`config.mk`:
```
export PLATFORM = sky130hd
export DESIGN_NAME = prog_loader
export DESIGN_NICKNAME = d
export VERILOG_FILES = /design/src/rtl/prog_loader_pkg.sv /design/src/rtl/prog_loader_uart_rx_byte.sv /design/src/rtl/prog_loader.sv
export SDC_FILE = /design/constraint.sdc
export NUM_CORES = 1
export LEC_CHECK = 0
export ABC_AREA = 1
export CAP_MARGIN = 20
export CORE_UTILIZATION = 50
export DETAILED_ROUTE_END_ITERATION = 6
export GPL_ROUTABILITY_DRIVEN = 1
export PLACE_DENSITY = 0.72
export SYNTH_ARGS = -nofsm -noshare
export SYNTH_HDL_FRONTEND = slang
export SYNTH_SLANG_ARGS = --single-unit
```
`constraint.sdc`:
```
create_clock -name clk -period 5.4 [get_ports clk]
set_input_delay 1.08 -clock clk [delete_from_list [all_inputs] [get_ports clk]]
set_output_delay 1.08 -clock clk [all_outputs]
set_load 0.02 [all_outputs]
```
`src/rtl/prog_loader_pkg.sv`:
```
`default_nettype none
// +----------------------------------------------------------------------------+
// | Module   : prog_loader_pkg                                                 |
// | Desc     : Shared types and constants for the program loader.             |
// | Revision : 1.0                                                             |
// +----------------------------------------------------------------------------+
package prog_loader_pkg;

  localparam logic [7:0] SYNC_BYTE = 8'hA5;
  localparam int         MEM_DEPTH = 16;
  localparam int         ADDR_W    = 4;

  typedef enum logic [2:0] {
    ST_RUN  = 3'd0,
    ST_LOAD = 3'd1,
    ST_CSUM = 3'd2,
    ST_HOLD = 3'd3,
    ST_ERR  = 3'd4
  } state_e;

  typedef enum logic [2:0] {
    RX_IDLE  = 3'd0,
    RX_START = 3'd1,
    RX_DATA  = 3'd2,
    RX_STOP  = 3'd3,
    RX_BREAK = 3'd4
  } rx_state_e;

  // Power-up program image, generated from asm.txt.
  localparam logic [7:0] ASM_IMAGE [MEM_DEPTH] = '{
    8'h10, 8'h21, 8'h32, 8'h43, 8'h54, 8'h65, 8'h76, 8'h87,
    8'h98, 8'hA9, 8'hBA, 8'hCB, 8'hDC, 8'hED, 8'hFE, 8'h0F
  };

endpackage
`default_nettype wire

```
`src/rtl/prog_loader_uart_rx_byte.sv`:
```
`default_nettype none
// +----------------------------------------------------------------------------+
// | Module   : uart_rx_byte                                                    |
// | Desc     : 8N1 UART receiver: synchroniser, mid-bit sampling, LSB first.   |
// | Revision : 1.0                                                             |
// +----------------------------------------------------------------------------+
module uart_rx_byte
  import prog_loader_pkg::*;
#(
  parameter int CLKS_PER_BIT = 434
) (
  input  logic       clk,
  input  logic       reset,
  input  logic       rxd,
  output logic       rx_valid,
  output logic [7:0] rx_data,
  output logic       rx_ferr
);

  localparam int                CNT_W    = (CLKS_PER_BIT > 2) ? $clog2(CLKS_PER_BIT) : 1;
  localparam logic [CNT_W-1:0] CNT_FULL = CNT_W'(CLKS_PER_BIT - 1);
  localparam logic [CNT_W-1:0] CNT_HALF = CNT_W'(CLKS_PER_BIT / 2 - 1);

  logic             sync1_q, sync2_q;
  rx_state_e        state_q, state_d;
  logic [CNT_W-1:0] cnt_q, cnt_d;
  logic [2:0]       bit_q, bit_d;
  logic [7:0]       shift_q, shift_d;
  logic             valid_q, valid_d;
  logic             ferr_q, ferr_d;

  always_ff @(posedge clk) begin
    if (!reset) begin
      sync1_q <= 1'b1;
      sync2_q <= 1'b1;
      state_q <= RX_IDLE;
      cnt_q   <= '0;
      bit_q   <= '0;
      shift_q <= '0;
      valid_q <= 1'b0;
      ferr_q  <= 1'b0;
    end else begin
      sync1_q <= rxd;
      sync2_q <= sync1_q;
      state_q <= state_d;
      cnt_q   <= cnt_d;
      bit_q   <= bit_d;
      shift_q <= shift_d;
      valid_q <= valid_d;
      ferr_q  <= ferr_d;
    end
  end

  always_comb begin
    state_d = state_q;
    cnt_d   = cnt_q;
    bit_d   = bit_q;
    shift_d = shift_q;
    valid_d = 1'b0;
    ferr_d  = 1'b0;
    case (state_q)
      RX_IDLE: begin
        if (!sync2_q) begin
          state_d = RX_START;
          cnt_d   = '0;
        end
      end
      RX_START: begin
        if (cnt_q == CNT_HALF) begin
          cnt_d   = '0;
          bit_d   = '0;
          state_d = sync2_q ? RX_IDLE : RX_DATA;
        end else begin
          cnt_d = cnt_q + 1'b1;
        end
      end
      RX_DATA: begin
        if (cnt_q == CNT_FULL) begin
          cnt_d   = '0;
          shift_d = {sync2_q, shift_q[7:1]};
          if (bit_q == 3'd7) state_d = RX_STOP;
          else               bit_d   = bit_q + 3'd1;
        end else begin
          cnt_d = cnt_q + 1'b1;
        end
      end
      RX_STOP: begin
        if (cnt_q == CNT_FULL) begin
          cnt_d = '0;
          if (sync2_q) begin
            valid_d = 1'b1;
            state_d = RX_IDLE;
          end else begin
            ferr_d  = 1'b1;
            state_d = RX_BREAK;
          end
        end else begin
          cnt_d = cnt_q + 1'b1;
        end
      end
      // A low stop bit must not be mistaken for the next start bit.
      RX_BREAK: begin
        if (sync2_q) state_d = RX_IDLE;
      end
      default: state_d = RX_IDLE;
    endcase
  end

  assign rx_valid = valid_q;
  assign rx_data  = shift_q;
  assign rx_ferr  = ferr_q;

endmodule
`default_nettype wire

```
`src/rtl/prog_loader.sv`:
```
`default_nettype none
// +----------------------------------------------------------------------------+
// | Module   : prog_loader                                                     |
// | Desc     : 16x8 instruction memory with UART program download and CPU     |
// |            reset control. Define PROG_LOADER_CSUM_EN to add a checksum.    |
// | Revision : 1.0                                                             |
// +----------------------------------------------------------------------------+
module prog_loader
  import prog_loader_pkg::*;
#(
  parameter int CLKS_PER_BIT = 434,
  parameter int TIMEOUT_BITS = 20,
  parameter int HOLD_W       = 24
) (
  input  logic              clk,
  input  logic              reset,
  input  logic              rxd,
  input  logic [ADDR_W-1:0] addr,
  output logic [7:0]        dout,
  output logic              cpu_reset,
  output logic              loading,
  output logic              load_err
);

  localparam int                 TMO_CYCLES = TIMEOUT_BITS * CLKS_PER_BIT;
  localparam int                 TMO_W      = $clog2(TMO_CYCLES);
  localparam logic [TMO_W-1:0]  TMO_LAST   = TMO_W'(TMO_CYCLES - 1);
  localparam logic [HOLD_W-1:0] HOLD_LAST  = '1;
  localparam logic [ADDR_W-1:0] WPTR_LAST  = ADDR_W'(MEM_DEPTH - 1);

  logic              rx_valid;
  logic [7:0]        rx_data;
  logic              rx_ferr;

  state_e            state_q, state_d;
  logic [ADDR_W-1:0] wptr_q, wptr_d;
  logic [TMO_W-1:0]  tmo_q, tmo_d;
  logic [HOLD_W-1:0] hold_q, hold_d;
`ifdef PROG_LOADER_CSUM_EN
  logic [7:0]        sum_q, sum_d;
`endif
  logic              mem_we;
  logic [7:0]        mem_q [MEM_DEPTH] = ASM_IMAGE;

  uart_rx_byte #(
    .CLKS_PER_BIT (CLKS_PER_BIT)
  ) u_rx (
    .clk      (clk),
    .reset    (reset),
    .rxd      (rxd),
    .rx_valid (rx_valid),
    .rx_data  (rx_data),
    .rx_ferr  (rx_ferr)
  );

  always_ff @(posedge clk) begin
    if (!reset) begin
      state_q <= ST_HOLD;
      wptr_q  <= '0;
      tmo_q   <= '0;
      hold_q  <= '0;
`ifdef PROG_LOADER_CSUM_EN
      sum_q   <= '0;
`endif
    end else begin
      state_q <= state_d;
      wptr_q  <= wptr_d;
      tmo_q   <= tmo_d;
      hold_q  <= hold_d;
`ifdef PROG_LOADER_CSUM_EN
      sum_q   <= sum_d;
`endif
    end
  end

  // Memory keeps its contents across reset; only the loader writes it.
  always_ff @(posedge clk) begin
    if (mem_we) mem_q[wptr_q] <= rx_data;
  end

  always_comb begin
    state_d = state_q;
    wptr_d  = wptr_q;
    tmo_d   = '0;
    hold_d  = '0;
    mem_we  = 1'b0;
`ifdef PROG_LOADER_CSUM_EN
    sum_d   = sum_q;
`endif
    case (state_q)
      ST_RUN, ST_ERR: begin
        if (rx_valid && (rx_data == SYNC_BYTE)) begin
          state_d = ST_LOAD;
          wptr_d  = '0;
`ifdef PROG_LOADER_CSUM_EN
          sum_d   = '0;
`endif
        end
      end
      ST_LOAD: begin
        if (rx_valid) begin
          mem_we = 1'b1;
          wptr_d = wptr_q + 1'b1;
`ifdef PROG_LOADER_CSUM_EN
          sum_d  = sum_q + rx_data;
          if (wptr_q == WPTR_LAST) state_d = ST_CSUM;
`else
          if (wptr_q == WPTR_LAST) state_d = ST_HOLD;
`endif
        end else if (rx_ferr || (tmo_q == TMO_LAST)) begin
          state_d = ST_ERR;
        end else begin
          tmo_d = tmo_q + 1'b1;
        end
      end
`ifdef PROG_LOADER_CSUM_EN
      ST_CSUM: begin
        if (rx_valid) begin
          state_d = (rx_data == sum_q) ? ST_HOLD : ST_ERR;
        end else if (rx_ferr || (tmo_q == TMO_LAST)) begin
          state_d = ST_ERR;
        end else begin
          tmo_d = tmo_q + 1'b1;
        end
      end
`endif
      ST_HOLD: begin
        if (hold_q == HOLD_LAST) state_d = ST_RUN;
        else                     hold_d  = hold_q + 1'b1;
      end
      default: state_d = ST_HOLD;
    endcase
  end

  assign dout      = mem_q[addr];
  assign cpu_reset = (state_q == ST_RUN);
  assign loading   = (state_q == ST_LOAD);
  assign load_err  = (state_q == ST_ERR);

endmodule
`default_nettype wire

```
# [After elaboration in Yosys (flattened, before gate mapping)]
# Memories as Yosys holds them, arrays and structs flattened.
# Index checks and enable logic that the tools add are counted.
[word_totals] reg_bits=72 latch_bits=0 ramBits=128 mem_bits_ro=0 inputBits=7 wordCells=97 mem_count=1
[mem_list] name="mem_q" words=16 word_bits=8 read_ports=1 rd_clocked_by_memory_dff=0 wr=1 line="prog_loader.sv:43" rtl="logic [7:0] mem_q [MEM_DEPTH] = ASM_IMAGE;"
[op_classes] n_addsub=5 n_mul=0 div=0 magnitude_cmp=0 eq_ne=26 shift=0 n_mux=32 n_bitwise=3 n_reduce_logical=18
[ops] cell="$mux W3" n=15
[ops] cell="$mux W9" n=3
[ops] cell="$pmux W9 S3" n=1
[ops] cell="$add A24 B1 Y24 const B" n=1
[ops] cell="$eq A24 B24 Y1 const B" n=1
[ops] cell="$pmux W3 S5" n=1
[ops] cell="$add A14 B1 Y14 const B" n=1
[ops] cell="$eq A14 B14 Y1 const B" n=1
[ops] cell="$ne A2 B1 Y1 const B" n=6
[ops] cell="$add A9 B1 Y9 const B" n=1
[ops] cell="$eq A3 B2 Y1 const B" n=3
[ops] cell="$eq A3 B3 Y1 const B" n=3
[ops] cell="$eq A9 B8 Y1 const B" n=1
[ops] cell="$eq A9 B9 Y1 const B" n=1
[ops] cell="$pmux W3 S3" n=1
[ops] cell="$eq A8 B8 Y1 const B" n=1
[ops] cell="$mux W4" n=2
[ops] cell="$ne A2 B2 Y1 const B" n=4
[ops] cell="$pmux W4 S2" n=1
[ops] cell="$reduce_and A4 Y1" n=2
[ops] cell="$eq A3 B1 Y1 const B" n=2
[ops] cell="$logic_not A3 Y1" n=2
[ops] cell="$mux W1" n=6
[ops] cell="$pmux W3 S2" n=1
[ops] cell="17 further kinds" n=23

# [Logic depth before layout (Yosys ltp)]
[logic_depth] word_depth=5 depth_mapped=11 ltp_nobuf=11

# [Hierarchy]
# A second synthesis with hierarchy kept.
[unflattened] cells_unflattened=925 area_unflattened_um2=8867.3
[by_module_without_submodules] module="prog_loader" instances=1 cells_each=748 area_each_um2=7544.7 seq_area_each_um2=4744.6
[by_module_without_submodules] module="uart_rx_byte" instances=1 cells_each=177 area_each_um2=1322.5 seq_area_each_um2=540.5

# [Least setup slack after synthesis]
# No wires, ideal clock.
[synth_path] path_kind="input -> output" start="in addr[0]" end="out dout[0]" arrival_ps=2108 required_time_ps=4320 setup_slack_ps=2212 cell_stages=8 path_buffers=3 cell_sequence="buf_2 buf_4 buf_2 a21oi_1 o21ai_0 o211ai_1 o211ai_1 nand2_1"
[synth_between] elab_chain_cells=1
[synth_lines] item="from (decl)" line="prog_loader.sv:18" rtl="input logic [ADDR_W-1:0] addr,"
[synth_lines] item="$mem_v2 Z16 W8"
[synth_lines] item="to (decl)" line="prog_loader.sv:19" rtl="output logic [7:0] dout,"
# Every way passes these cells.

# [Worst setup path after layout]
[layout_path] start="in addr[1]" end="out dout[2]"
# The elaborated chain is that of the path after synthesis.

==> results.rst <==
.. list-table::
   :header-rows: 1

   * - Metric
     - Value
   * - Sequential element share of the synthesized area
     - 0.598
   * - Post-cts sizing count
     - 0
   * - Crit-path most repeated cell
     - sky130_fd_sc_hd__clkdlybuf4s50_1
   * - Synth Register Bits
     - 200
   * - Worst setup path endpoint
     - dout[2]
   * - Via count
     - roughly 6000
   * - Antenna diode instance count
     - 0
   * - Cell with the biggest individual delay on the critical path
     - sky130_fd_sc_hd__inv_1
   * - Series of cell instances along the critical path
     - clkdlybuf4s50_1 -> inv_1 -> o21ai_0 -> o211ai_1 -> nand2_1 -> clkdlybuf4s50_1
   * - Overall fraction of global-route tracks in use
     - 0.211
   * - Cell Rows
     - 48
   * - Total congestion overflow after global routing
     - 0
   * - Data arrival time of the worst path
     - around 3.2 ns
   * - Endpoint type of the worst setup path
     - output port
   * - Final design instance area without fill
     - roughly 9800 µm²
   * - Power per Cell Area
     - approximately 330 nW/µm²
   * - Total of max-cap violations
     - 0
   * - Achievable Freq
     - around 230 MHz
   * - Overall Power
     - about 3300 µW
   * - Clk_skew
     - around 0.0083 ns
   * - Final-report setup violation count
     - 0
   * - Syn_nets
     - ~880
   * - Register clock-pin slew on the reported worst setup and hold paths
     - about 0.06 ns
   * - Die Span X
     - roughly 130 µm
   * - Area Growth Syn to Fin
     - 10.9%
   * - DRC violations left
     - 0
   * - Clock sink count
     - 200
   * - Layout cell share with drive strength beyond 1
     - 0.0865
   * - Number of vias per cell
     - between 5 and 6
   * - Floorplan core area
     - around 17000 µm²
   * - Share of the clock period used by the worst path after layout
     - 0.798
   * - Number of cell instances on the worst register-to-register path
     - 7
   * - Worst Setup Start Kind
     - input port
   * - Total wire length after detailed routing
     - roughly 18000 µm
   * - Number of different library cells in the post-synthesis netlist
     - 48
   * - Tightest slew margin relative to the limit
     - 0.335
   * - Area of the die
     - 18200 µm²
   * - Multi-input combinational cell area
     - roughly 3000 µm²
   * - Slew at the pin with the worst max-slew slack
     - approximately 0.99 ns
   * - CP required
     - ~4.3 ns
   * - Reg2Reg Setup Slack
     - ~3.2 ns
   * - Root buf cell
     - sky130_fd_sc_hd__clkbuf_16
   * - Initial Utilization
     - 0.511
   * - Clock tree from TritonCTS
     - built
   * - Hold buffer count at cts
     - 0
   * - Post-place instance area
     - 9190 µm²
   * - Status
     - complete, no violations
   * - Tmin final
     - 4.31 ns
   * - Reg area
     - roughly 5300 µm²
   * - Warnings, synthesis
     - 0
   * - TritonCTS Buffers
     - 17
   * - Summed instance area of the synthesized netlist
     - 8840 µm²
   * - Reg2reg start
     - state_q[2]
   * - Ys async rst share
     - 0
   * - Wire length of the first global-routing pass
     - between 20000 and 30000 µm
   * - WL/cell
     - 16.0 µm
   * - Max-slew violation count
     - 0
   * - Maximum resistive drop on vdd
     - about 0.24 mV
   * - Total Nets Final
     - about 900
   * - Leakage power
     - roughly 0.0034 µW
   * - Placer Congestion
     - approximately 0.9
   * - Total Negative Setup Slacks
     - 0 ns
   * - Antenna violations before repair
     - 0
   * - Number of port buffers
     - 17
   * - Startpoint of the worst setup timing path
     - addr[1]
   * - Detail Route Antenna Nets
     - 0
   * - Final hold viol count
     - 0
   * - Cell count of the worst hold path
     - 1
   * - Maximum count of clock buffers along a single path
     - 2
   * - Synthesized instance count
     - ~870
   * - Insertion delay of the later-clocked pin in the worst-skew pair
     - around 0.43 ns
   * - Unrepaired setup endpoints after global routing
     - false
   * - CP Class
     - input port to output port
   * - Min-delay src
     - u_rx.sync1_q
   * - Count of pins on the block boundary
     - 18
   * - H-tree lvl count
     - 4
   * - Worst-path fanout max
     - 32
   * - Count of flip-flops with a built-in enable after synthesis
     - roughly 130
   * - Initial detailed-routing violation count
     - about 450
   * - Most frequently used flop master after synthesis
     - sky130_fd_sc_hd__edfxtp_1
   * - Number of global-route vias before repair
     - ~5600
   * - Post-synthesis average cell area
     - approximately 10 µm²
   * - Die Height
     - 135 µm
   * - Class of the most critical hold timing path
     - register to register
   * - Setup Fix Bufs, Post-CTS
     - 0
   * - Half-perimeter wire length of the detailed placement result
     - ~12000 µm
   * - Filler cell count in the final layout
     - approximately 1500
   * - End of the worst register-to-register path
     - mem_q[14][5]
   * - First-pass detailed-route iteration total
     - 5
   * - Largest net degree at the start of global routing
     - between 50 and 60
   * - Highest cell delay on the worst timing path
     - approximately 0.63 ns
-- worst min path at each step --
stage	slack, ns	to
6_report	0.41	u_rx.sync2_q
5_1_grt	0.43	u_rx.sync2_q
4_1_cts	0.42	u_rx.sync2_q
3_5_place_dp	0.40	u_rx.sync2_q
3_3_place_gp	0.39	u_rx.sync2_q
2_1_floorplan	0.39	u_rx.sync2_q
-- flip-flops by register name, indices dropped and copies added, names as in the netlist --
signal and count:
u_rx.bit_q 3, state_q 3, u_rx.sync1_q 1, hold_q 24, wptr_q 4, u_rx.rx_valid 1
u_rx.cnt_q 9, mem_q 128, tmo_q 14, u_rx.rx_ferr 1, u_rx.state_q 3, u_rx.sync2_q 1
u_rx.rx_data 8
-- through the flow --
stage,setup WS [ns],cells,utilization,hold WS [ns]
final,1.09,1115,0.566,0.414
after CTS,1.12,1114,0.566,0.415
after detailed placement,1.13,1083,0.531,0.399
after global placement,1.19,1083,0.531,0.395
after floorplan,2.21,865,-,0.393
after global routing,0.894,1115,0.566,0.431
-- layer usage --
layer | share of wire | track usage | vias to the layer above
li1 | - | - | 2992
met1 | 0.45 | 0.275 | 2825
met2 | 0.48 | 0.347 | 171
met3 | 0.052 | 0.0499 | 27
met4 | 0.020 | 0.0718 | 0
met5 | 0 | 0 | -
-- final cells by class --
type / instances / area share
Clock buffer: 17 / 0.0434
Clock inverter: 14 / 0.0186
Inverter: 102 / 0.0391
Multi-Input combinational cell: 533 / 0.307
Sequential cell: 200 / 0.539
Tap cell: 225 / 0.0287
Timing Repair Buffer: 24 / 0.0235
-- critical path: cells and delay by family --
kind	cells	cell delay (ns)
AO/OA/AOI/OAI	2	0.46
buffers and inverters	3	1.59
AND/OR/NAND/NOR	1	0.09
-- layout by cell type (no fill, tap or decap), types with 9 or more instances in the layout --
cell type                         synthesis  final
sky130_fd_sc_hd__edfxtp_1               128    128
sky130_fd_sc_hd__nand2_1                102    102
sky130_fd_sc_hd__inv_1                  101    101
sky130_fd_sc_hd__nor2_1                  98     98
sky130_fd_sc_hd__dfxtp_1                 72     72
sky130_fd_sc_hd__o21ai_0                 58     58
sky130_fd_sc_hd__a21oi_1                 54     54
sky130_fd_sc_hd__o211ai_1                33     33
sky130_fd_sc_hd__mux2i_1                 32     32
sky130_fd_sc_hd__nand3_1                 29     29
sky130_fd_sc_hd__nor3_1                  24     24
sky130_fd_sc_hd__clkbuf_16                0     17
sky130_fd_sc_hd__clkdlybuf4s50_1          0     16
sky130_fd_sc_hd__ha_1                    11     11
sky130_fd_sc_hd__nand4_1                  9      9
sky130_fd_sc_hd__xor2_1                   9      9
-- where the power goes --
| group | internal, µW | switching [µW] | leakage, µW |
|---|---|---|---|
| combinational | 107 | 188 | 0.00165 |
| clock | 768 | 535 | 0.000301 |
| sequential | 1630 | 26.0 | 0.00146 |
| total | 2510 | 749 | 0.00341 |
-- cells by family (layout without fill, tap and decap cells) --
logic type / after synthesis / after routing / share of synthesized area
AND/OR/NAND/NOR: 305 / 305 / 0.160
flip-flops: 200 / 200 / 0.598
AO/OA/AOI/OAI: 168 / 168 / 0.112
buffers and inverters: 132 / 157 / 0.0613
multiplexers: 32 / 32 / 0.0362
XOR/XNOR: 17 / 17 / 0.0168
adder cells (fa/ha/maj): 11 / 11 / 0.0156
-- cells in the mapped netlist (2+ instances only) --
cell type	instances	area share
sky130_fd_sc_hd__a21oi_2	4	0.0040
sky130_fd_sc_hd__nor2_1	98	0.042
sky130_fd_sc_hd__ha_1	11	0.016
sky130_fd_sc_hd__nand3_2	3	0.0034
sky130_fd_sc_hd__nor4_1	2	0.0014
sky130_fd_sc_hd__a31oi_1	5	0.0035
sky130_fd_sc_hd__inv_1	101	0.043
sky130_fd_sc_hd__buf_6	4	0.0051
sky130_fd_sc_hd__o211ai_1	33	0.028
sky130_fd_sc_hd__xor2_1	9	0.0089
sky130_fd_sc_hd__edfxtp_1	128	0.43
sky130_fd_sc_hd__or2_2	5	0.0035
sky130_fd_sc_hd__xnor2_1	8	0.0079
sky130_fd_sc_hd__mux2i_1	32	0.036
sky130_fd_sc_hd__nand2_2	7	0.0050
sky130_fd_sc_hd__nand4_1	9	0.0064
sky130_fd_sc_hd__nand2_4	2	0.0025
sky130_fd_sc_hd__o21ai_0	58	0.033
sky130_fd_sc_hd__buf_2	7	0.0040
sky130_fd_sc_hd__clkbuf_1	17	0.0072
sky130_fd_sc_hd__nand3b_1	3	0.0025
sky130_fd_sc_hd__nor2_4	3	0.0038
sky130_fd_sc_hd__o21ai_1	6	0.0034
sky130_fd_sc_hd__nand2_1	102	0.043
sky130_fd_sc_hd__a21oi_1	54	0.031
sky130_fd_sc_hd__nor3_1	24	0.014
sky130_fd_sc_hd__nor2_2	6	0.0042
sky130_fd_sc_hd__nor3b_1	4	0.0034
sky130_fd_sc_hd__nand3_1	29	0.016
sky130_fd_sc_hd__buf_4	2	0.0017
sky130_fd_sc_hd__dfxtp_1	72	0.16
Power figures use the tool's default switching activity.
